### src/rtl/ifu_prefetch_pkg.sv
// Shared constants and helpers for the prefetching instruction-fetch unit.
// Holds the reset PC and instruction width used as the top-level defaults.
package ifu_prefetch_pkg;

  localparam logic [63:0]  RESET_VAL  = 64'h0000_0000_8000_0000;
  localparam int unsigned  INST_WIDTH = 32;
  localparam int unsigned  PC_STEP    = 4;

  // Bits needed to hold a count in 0..depth inclusive.
  function automatic int unsigned cnt_width(input int unsigned depth);
    return $clog2(depth + 1);
  endfunction

endpackage

### src/rtl/ifu_fifo.sv
// Synchronous instruction buffer holding {pc, inst} entries for the decode unit.
// Flush wins over push and pop; head reads as zero while the buffer is empty.
module ifu_fifo
  import ifu_prefetch_pkg::*;
#(
  parameter int unsigned WIDTH = 96,
  parameter int unsigned DEPTH = 4,
  localparam int unsigned PTR_W = $clog2(DEPTH),
  localparam int unsigned CNT_W = cnt_width(DEPTH)
) (
  input  logic             clk,
  input  logic             rst,
  input  logic             push,
  input  logic [WIDTH-1:0] push_data,
  input  logic             pop,
  input  logic             flush,
  output logic [CNT_W-1:0] count,
  output logic [WIDTH-1:0] head,
  output logic             empty
);

  logic [WIDTH-1:0] mem [DEPTH];
  logic [PTR_W-1:0] rd_ptr;
  logic [PTR_W-1:0] wr_ptr;
  logic             do_push;
  logic             do_pop;

  assign empty   = (count == '0);
  assign do_pop  = pop && !empty;
  assign do_push = push && ((count != CNT_W'(DEPTH)) || do_pop);
  assign head    = empty ? '0 : mem[rd_ptr];

  // Pointer and occupancy bookkeeping; pointers wrap since DEPTH is a power of 2.
  always_ff @(posedge clk) begin
    if (rst || flush) begin
      rd_ptr <= '0;
      wr_ptr <= '0;
      count  <= '0;
    end else begin
      if (do_push) wr_ptr <= wr_ptr + PTR_W'(1);
      if (do_pop)  rd_ptr <= rd_ptr + PTR_W'(1);
      if (do_push && !do_pop)      count <= count + CNT_W'(1);
      else if (do_pop && !do_push) count <= count - CNT_W'(1);
    end
  end

  // Storage needs no reset: head is masked while empty.
  always_ff @(posedge clk) begin
    if (do_push && !flush && !rst) mem[wr_ptr] <= push_data;
  end

endmodule

### src/rtl/ifu_prefetch.sv
// Instruction-fetch unit with its own PC, credit-limited memory requests and an
// instruction buffer to decode; redirects flush the buffer and drop stale responses.
module ifu_prefetch
  import ifu_prefetch_pkg::*;
#(
  parameter int unsigned       ADDR_W   = 64,
  parameter int unsigned       INST_W   = INST_WIDTH,
  parameter int unsigned       DEPTH    = 4,
  parameter logic [ADDR_W-1:0] RESET_PC = ADDR_W'(RESET_VAL)
) (
  input  logic              core_clk,
  input  logic              core_rst,
  input  logic              redirect_valid,
  input  logic [ADDR_W-1:0] redirect_pc,
  output logic              ifu_memory_valid,
  output logic [ADDR_W-1:0] ifu_memory_addr,
  input  logic              memory_ifu_ready,
  input  logic              memory_ifu_valid,
  input  logic [INST_W-1:0] memory_ifu_data,
  output logic              ifu_dfu_valid,
  output logic [INST_W-1:0] ifu_dfu_inst,
  output logic [ADDR_W-1:0] ifu_dfu_pc,
  input  logic              dfu_ifu_ready,
  output logic              ifu_pc_pause
);

  localparam int unsigned CNT_W = cnt_width(DEPTH);
  localparam int unsigned ENT_W = ADDR_W + INST_W;

  logic [ADDR_W-1:0] fetch_pc;
  logic [ADDR_W-1:0] rsp_pc;
  logic [CNT_W-1:0]  inflight;
  logic [CNT_W-1:0]  drop_cnt;
  logic [CNT_W-1:0]  buf_count;
  logic [CNT_W:0]    credits_used;
  logic              req_fire;
  logic              rsp_keep;
  logic              pop;
  logic              buf_empty;
  logic [ENT_W-1:0]  head;

  // A request may issue only if every outstanding request still has a buffer slot.
  assign credits_used     = (CNT_W+1)'(buf_count) + (CNT_W+1)'(inflight);
  assign ifu_memory_valid = !core_rst && !redirect_valid &&
                            (credits_used < (CNT_W+1)'(DEPTH));
  assign ifu_memory_addr  = fetch_pc;
  assign ifu_pc_pause     = !ifu_memory_valid;

  assign req_fire = ifu_memory_valid && memory_ifu_ready;
  assign rsp_keep = memory_ifu_valid && (drop_cnt == '0) && !redirect_valid;
  assign pop      = ifu_dfu_valid && dfu_ifu_ready && !redirect_valid;

  // PC, in-flight and stale-response tracking.
  always_ff @(posedge core_clk) begin
    if (core_rst) begin
      fetch_pc <= RESET_PC;
      rsp_pc   <= RESET_PC;
      inflight <= '0;
      drop_cnt <= '0;
    end else begin
      inflight <= inflight + CNT_W'(req_fire) - CNT_W'(memory_ifu_valid);
      if (redirect_valid) begin
        fetch_pc <= redirect_pc;
        rsp_pc   <= redirect_pc;
        // Everything still outstanding after this cycle belongs to the old path.
        drop_cnt <= inflight - CNT_W'(memory_ifu_valid);
      end else begin
        if (req_fire) fetch_pc <= fetch_pc + ADDR_W'(PC_STEP);
        if (rsp_keep) rsp_pc   <= rsp_pc + ADDR_W'(PC_STEP);
        if (memory_ifu_valid && (drop_cnt != '0)) drop_cnt <= drop_cnt - CNT_W'(1);
      end
    end
  end

  ifu_fifo #(
    .WIDTH (ENT_W),
    .DEPTH (DEPTH)
  ) u_fifo (
    .clk       (core_clk),
    .rst       (core_rst),
    .push      (rsp_keep),
    .push_data ({rsp_pc, memory_ifu_data}),
    .pop       (pop),
    .flush     (redirect_valid),
    .count     (buf_count),
    .head      (head),
    .empty     (buf_empty)
  );

  assign ifu_dfu_valid = !buf_empty;
  assign ifu_dfu_pc    = head[ENT_W-1 -: ADDR_W];
  assign ifu_dfu_inst  = head[INST_W-1:0];

endmodule
### config.mk
export PLATFORM = sky130hd
export DESIGN_NAME = ifu_prefetch
export DESIGN_NICKNAME = d
export VERILOG_FILES = /design/src/rtl/ifu_prefetch_pkg.sv /design/src/rtl/ifu_fifo.sv /design/src/rtl/ifu_prefetch.sv
export SDC_FILE = /design/constraint.sdc
export NUM_CORES = 1
export LEC_CHECK = 0
export ABC_AREA = 1
export CAP_MARGIN = 30
export CORE_ASPECT_RATIO = 1.25
export CORE_MARGIN = 4
export CORE_UTILIZATION = 50
export CTS_CLUSTER_SIZE = 24
export DETAILED_ROUTE_END_ITERATION = 12
export PLACE_DENSITY = 0.75
export RECOVER_POWER = 25
export SYNTH_ARGS = -nofsm -noshare
export SYNTH_HDL_FRONTEND = slang
export SYNTH_SLANG_ARGS = --single-unit
### constraint.sdc
create_clock -name core_clk -period 8.1 [get_ports core_clk]
set_input_delay 2.43 -clock core_clk [delete_from_list [all_inputs] [get_ports core_clk]]
set_output_delay 2.43 -clock core_clk [all_outputs]
set_load 0.05 [all_outputs]
Yosys cells after proc, flatten, opt, wreduce, memory -nomap -nowiden
Memories as Yosys holds them, arrays and structs flattened. A register that Yosys moved wholly into a read port is not among the register bits. Cells that the tools add are included.

Register bits: 141. Memories: 1. Input bits: 102. Logic and storage cells: 63. RAM bits: 384. Output and inout bits: 163.

Memory list: u_fifo.mem (depth 4, bits a word 96, read ports 1, clocked after memory_dff 1, wr ports 1, RTL line ifu_fifo.sv:22) `logic [WIDTH-1:0] mem [DEPTH];`.

Equality and inequality tests: 1. $lt $le $gt $ge: 1. Multiplexer cells: 13. Reductions and logical operators: 29. Add/subtract/negate cells: 11.

Operators with widths (number): $mux W64 (4); $add A64 B3 Y64 const B (2); $mux W96 (1); $logic_and A1 B1 Y1 (14); $mux W3 (4); $reduce_bool A2 Y1 (4); $logic_not A1 Y1 (6); $logic_not A3 Y1 (2); $sub A3 B1 Y3 (2); $sub A3 B1 Y3 const B (2); $add A2 B1 Y2 const B (2); $add A3 B3 Y4 (1); $lt A4 B3 Y1 const B (1); $mux W2 (2); $add A3 B1 Y3 (1); $add A3 B1 Y3 const B (1); $ne A3 B3 Y1 const B (1); $reduce_bool A3 Y1 (1); $logic_or A1 B1 Y1 (2); $mux W1 (2).

Longest topological paths before layout
Word-level depth: 11. Depth in mapped cells: 13.

Hierarchy
Synthesis repeated with hierarchy kept, for this count alone.

Cells, all modules: 2884. Area total of the unflattened synthesis: 24961.4 um2.

By module, submodules not included: ifu_fifo (instances 1, sequential area each 11711.2 um2, area each 15313.4 um2, cells each 1203); ifu_prefetch (instances 1, sequential area each 2682.6 um2, area each 9648.0 um2, cells each 1681).

Worst setup path after synthesis
OpenSTA, ideal clock, no wires.

Path type: in2reg. From: in memory_ifu_valid. To: mem u_fifo.mem[0][0], enable pin. Data arrival time: 7200 ps. Setup time: 551 ps. Cell stages on the path: 6. Slack: 349 ps. Data required time: 7549 ps. Path buffers: 0. Path through: nand3_1 > nor2_2 > nand2_1 > inv_1 > nand2_1 > nor2_1.

Longest elaborated chain between the ends: 7.

RTL lines: start: declaration (RTL line ifu_prefetch.sv:18) `input logic memory_ifu_valid,`; $logic_and A1 B1 Y1 (2 in series) (RTL line ifu_prefetch.sv:50) `assign rsp_keep = memory_ifu_valid && (drop_cnt == '0) && !redirect_valid;`; $logic_and A1 B1 Y1 (RTL line ifu_fifo.sv:30) `assign do_push = push && ((count != CNT_W'(DEPTH)) || do_pop);`; $logic_and A1 B1 Y1 (2 in series) (RTL line ifu_fifo.sv:49) `if (do_push && !flush && !rst) mem[wr_ptr] <= push_data;`; $mux W1 (RTL line ifu_fifo.sv:49); $mux W1 (implied by the code) (RTL line ifu_fifo.sv:49); end: declaration (RTL line ifu_fifo.sv:22).

Every way passes these cells.

Worst setup path after layout
From: in redirect_valid. To: out ifu_memory_valid.

Longest elaborated chain between the ends: 3.

RTL lines: start: declaration (RTL line ifu_prefetch.sv:13) `input logic redirect_valid,`; $logic_not A1 Y1 (RTL line ifu_prefetch.sv:44) `assign ifu_memory_valid = !core_rst && !redirect_valid &&`; $logic_and A1 B1 Y1 (2 in series) (RTL line ifu_prefetch.sv:44); end: declaration (RTL line ifu_prefetch.sv:15) `output logic ifu_memory_valid,`.

Every way passes these cells.

==> impl_metrics.json <==
{
  "ys.flop_type": "edfxtp_1",
  "netlist_area_sq_um": 24700,
  "clockBufferDepth": 3,
  "yosysWarnings": 0,
  "cts_tree": "yes",
  "layout_commonest_cell": "nor2_1",
  "cts_resized": 0,
  "placed_area_sq_um": 27900,
  "wl_per_cell_microns": 20.1,
  "yosysTopAreaCellShare_pct": 46.6,
  "finalWeightedCongestion": 1.00,
  "io_buffers": 264,
  "path_clk_slew_ps": 60,
  "dp.cells": 3672,
  "crit_path_max_incr_delay_ps": 820,
  "fin_nets": 3202,
  "grtUsageTotal_pct": 27.6,
  "antennaDiodeCount": 0,
  "avgSynthCellArea_sq_um": 8.63,
  "path_cells": "buf_2 > nor2_8 > nand2_2 > nor2_4 > clkdlybuf4s50_1",
  "whs_endpoint": "ifu_memory_addr[1]",
  "tightest_slew_ps": 1040,
  "cts-hold-fix-buffers": 0,
  "power.leakage_nw": 10.2,
  "rsz0062_at_grt": "false",
  "stdcell_count": 3769,
  "die_w_microns": 207,
  "ant_nets": 0,
  "numCtsBuffers": 52,
  "die_y_microns": 257,
  "timing.rr.start": "drop_cnt[0]",
  "hold_start": "ifu_memory_addr[1]",
  "drc": 0,
  "cap_viol_max_count": 0,
  "critPathKind": "in2out",
  "holdPathStages": 2,
  "period_share_pct": 80.3,
  "synth_top_area_cell": "edfxtp_1",
  "core-area_sq_um": 48600,
  "syn_inst": 2866,
  "grt_pass1_vias": 20149,
  "power.density_nw_per_um2": 214,
  "synth_edf_count": 384,
  "drt_iter0_markers": 1853,
  "fin_ws_ps": 1600,
  "grt_max_degree": 108,
  "dpl.hpwl_microns": 50900,
  "pre_cts_slack_ps": 1600,
  "first_pass_iters": 8,
  "ys_async_sr_fraction_pct": 0,
  "vias": 21218,
  "outcome": "complete, no violations",
  "finalSetupTns_ps": 0,
  "r2r_cells": 9,
  "syn_nets": 2985,
  "nFillCells": 4078,
  "final-hold-violation-count": 0,
  "yosysSeqAreaShare_pct": 58.2,
  "overflow": 0,
  "skew_ps": 28.0,
  "clock-sinks": 527,
  "clockPowerShare_pct": 38.9,
  "max_freq_mhz": 154,
  "cp_slowest_cell": "clkdlybuf4s50_1",
  "switchingPower_mw": 1.71,
  "max_slew_margin_pct": 30.7,
  "p_int_mw": 4.64,
  "crit_fanout": 27,
  "path_delay_family": "buffers and inverters",
  "mostFrequentLayoutCells": "675 x nor2_1, 523 x nand2_1, 384 x edfxtp_1, 320 x o21ai_0, 259 x clkdlybuf4s50_1",
  "crit_buf_inv": 2,
  "post_cts.repair.setup_buffers": 0,
  "start_kind": "input pin",
  "drv_slew": 0,
  "row_count": 90,
  "fin_crit_ps": 6500,
  "antenna_found_initial": 0,
  "routed_wl_microns": 75900,
  "swShare_pct": 26.9,
  "synth_cell_types": 45,
  "rr_endpoint": "u_fifo.mem[1][76]",
  "synth.area.top_cells": "edfxtp_1 47%, dfxtp_1 12%, nor2_1 10%",
  "viasPerCell": 5.63,
  "setup_viol_count_final": 0,
  "die_area_sq_um": 53100,
  "drive_above_1_share_pct": 4.77,
  "peakVddDrop_uv": 150,
  "start_util_pct": 50.9,
  "area_growth_pct": 20.0,
  "p_comb_share_pct": 12.6,
  "ios": 265,
  "grt_pass1_wl_microns": 114000,
  "htree_levels": 2,
  "worstPathRequired_ps": 5670,
  "hold_class": "reg2reg",
  "final_area_sq_um": 29700,
  "reg2reg_slack_ps": 4930,
  "clock_tree.root_cell": "clkbuf_16",
  "cp-end-kind": "output port",
  "seq_power_share_pct": 48.6,
  "clk_latency_ps": 590,
  "arrival_ps": 4070,
  "ys_ff_latch": 527
}
-- worst max-delay path by stage --
stage,start,end,slack (ps),cells after the start
after global routing,redirect_valid,ifu_memory_valid,1540,5
after global placement,redirect_valid,ifu_memory_valid,1630,5
final,redirect_valid,ifu_memory_valid,1600,5
after CTS,redirect_valid,ifu_memory_valid,1600,5
after detailed placement,redirect_valid,ifu_memory_valid,1600,5
after floorplan,memory_ifu_valid,u_fifo.mem[0][0],350,6
-- state kept, by name, summed over array words and instances (netlist names), named ones only --
register         cells
drop_cnt             3
ifu_memory_addr     64
inflight             3
rsp_pc              64
u_fifo.count         3
u_fifo.mem         384
u_fifo.rd_ptr        2
u_fifo.wr_ptr        2
-- per-layer routing --
metal  wire length, microns  global-route usage (%)  vias to the layer above
met5                      0                       0                        -
met4                   3610                    11.6                        0
met3                   5280                    3.27                      183
met2                  37000                    46.1                      921
met1                  30100                    36.3                    10079
li1                       -                       -                    10035
-- cells by family after synthesis --
family                     share of synthesized area, %
buffers and inverters                              5.06
DFF                                                58.2
AOI/OAI and AO/OA                                  11.9
and+or+nand+nor                                    22.8
adders and majority gates                         0.920
xor gates and xnor gates                           1.20
-- stage by stage --
stage          hold WS, ps  util (%)  power, mW
4_1_cts                472      61.0       6.37
5_1_grt                503      61.1       6.55
3_5_place_dp           456      57.4       3.93
6_report               472      61.1       6.34
3_3_place_gp           442      57.4       3.91
2_1_floorplan          436         -       3.60
-- power groups by stage --
stage / logic (mW) / clock network [mW] / registers (mW)
after floorplan: 0.427 / 0 / 3.17
after global routing: 0.854 / 2.60 / 3.09
final: 0.798 / 2.46 / 3.08
after global placement: 0.781 / 0 / 3.13
after detailed placement: 0.793 / 0 / 3.13
after CTS: 0.798 / 2.49 / 3.08
-- worst reg2reg max path, cell delays in order, from the launching register on --
cell and delay [ps]:
dfxtp_1 310, inv_1 100, ha_1 170, nand3_1 330, nor2_2 230, nand2_1 130, inv_1 100, nand2_1 220
nor2_4 560, buf_4 580
-- synth_stat cells, types with 3 or more instances --
library cell and count:
edfxtp_1 384, nor2_4 4, o21bai_1 7, xnor2_1 7
nor2_2 12, buf_6 3, o21ai_0 320, inv_1 189
inv_2 3, nand2_2 3, buf_1 21, nor3_1 8
clkbuf_1 80, nand2_1 523, a21oi_1 205, nand4_1 30
dfxtp_1 143, nand3b_1 3, buf_2 18, nand3_1 120
a31oi_1 25, or2_2 7, nor2_1 679, xor2_1 27
o211ai_1 4, ha_1 15
-- cell type report --
type	count	area (sq um)	share of cell area, %
tap	644	806	2.71
multi-input combinational	2020	9130	30.7
timing repair buffer	288	2900	9.75
clock buffer	68	1420	4.79
clock inverter	28	318	1.07
inverter	194	732	2.46
sequential	527	14400	48.5
Power figures use the tool's default switching activity.
==> RTL change, RTL diff (config.mk and constraints unchanged) <==
Make the reset (`core_rst`) asynchronous in one clocked block.
--- a/src/rtl/ifu_prefetch.sv
+++ b/src/rtl/ifu_prefetch.sv
@@ -51,7 +51,7 @@
   assign pop      = ifu_dfu_valid && dfu_ifu_ready && !redirect_valid;
 
   // PC, in-flight and stale-response tracking.
-  always_ff @(posedge core_clk) begin
+  always_ff @(posedge core_clk or posedge core_rst) begin
     if (core_rst) begin
       fetch_pc <= RESET_PC;
       rsp_pc   <= RESET_PC;
Function: changed (Yosys sat finds a counterexample within 4 cycles, from zero or initial values and one cycle with core_rst high; the reset may be asserted at any time).
==> RTL change against the unedited design <==
  * Total power increased by 6.8%
  * Count of clock-buffer cells in the layout down 5
  * Wire length shrank 2.3%
  * Sequential cell count did not move
  * Clock skew down 0.0064 ns
  * Largest cell class unchanged
  * Highest routed layer unchanged
  * Area after synthesis rose by 1.7%
  * Final area increased by 1.1%
  * Worst setup slack worse by 0.21 ns
==> RTL change: results <==
group,metric,value,unit
status,run_status,"finished clean",
layout,layout.nonclk_buf_share,9.845,%
setup_path,worst-r2r-cell-count,10,
layout,nFillCells,4159,
timing,final.hold.worst_slack,0.4722,ns
pwr,power.switching_fraction,31.04,%
worst_hold_path,timing.hold.worst_endpoint,"u_fifo.rd_ptr[0]",
synth,yosys-top-cells-count,"nand2_1 (656), nor2_1 (652), edfxtp_1 (384)",
setup_path,critPathMaxFanout,7,
global_routing,grt_start_max_net_pins,115,
synth,yosys.area_share.adder,0.9052,%
global_routing,grtUsageMet2,45.09,%
global_routing,use_met1,33.93,%
setup_path,crit-reg2reg-capture,"u_fifo.mem[3][2]",
place,preCtsSetupSlack,1.394,ns
timing,worstMarginPinSlew,1.007,ns
setup_path,cp.arrival,4.28,ns
pwr,static-leakage-power,0.01131,µW
layout,seq_area_share,50.22,%
place,dpl.hpwl,51.22,mm
detailed_routing,met3_length,4.909,mm
pwr,power.density_cell_area,225.6,nW/µm²
layout,layout_clock_area_share,4.881,%
layout,clock_buf_count,63,
clock_network,cts-buffers-inserted,48,
place,dpl_cell_area,28430,µm²
worst_hold_path,hold_path_startpoint,"u_fifo.rd_ptr[0]",
detailed_routing,initialDrtViolationCount,1817,
layout,proportion_of_cell_area_occupied_by_multi_input_gates,29.52,%
place,gpl.final_weighted_congestion,0.9944,
layout,nets,3194,
synth,postSynthAreaPerCell,8.861,µm²
detailed_routing,total_iterations_of_the_first_detailed_routing_run,6,
synth,async_reset_ff_share,25.43,%
layout,finalNonFillerCells,3764,
synth,syn_nets,2958,
layout,buffers,290,
global_routing,gr-usage-met3,3.342,%
synth,mappedNetlistArea,25160,µm²
place,dpl.cell_count,3671,
layout,nNonClkInverters,224,
synth,synth_seq_area_share,59.90,%
synth,synth_cell_types,36,
pwr,clock_power_share,31.6,%
-- RTL change: changes by cell type after synthesis, sizes merged, moves of 27 or more --
cell,unedited run,this run
o21ai,321,291
a21oi,205,112
nor2,696,659
inv,192,222
nand2,528,658
dfrtp,0,132
dfxtp,143,9
xnor2,7,34
-- RTL change: worst max-delay path, cell delays in order --
cell,delay [ns]
clkdlybuf4s50_1,0.49
nor2_4,0.19
inv_2,0.08
nor3_4,0.24
clkdlybuf4s50_1,0.85
-- RTL change: how the worst max path moves through the flow --
stage	end	cells past startpoint	startpoint	slack [ns]
final	ifu_memory_valid	5	core_rst	1.39
after global routing	ifu_memory_valid	5	core_rst	1.32
after CTS	ifu_memory_valid	5	core_rst	1.39
after detailed placement	ifu_memory_valid	5	core_rst	1.39
after global placement	ifu_memory_valid	5	core_rst	1.40
after floorplan	u_fifo.mem[0][0]	3	core_rst	0.83
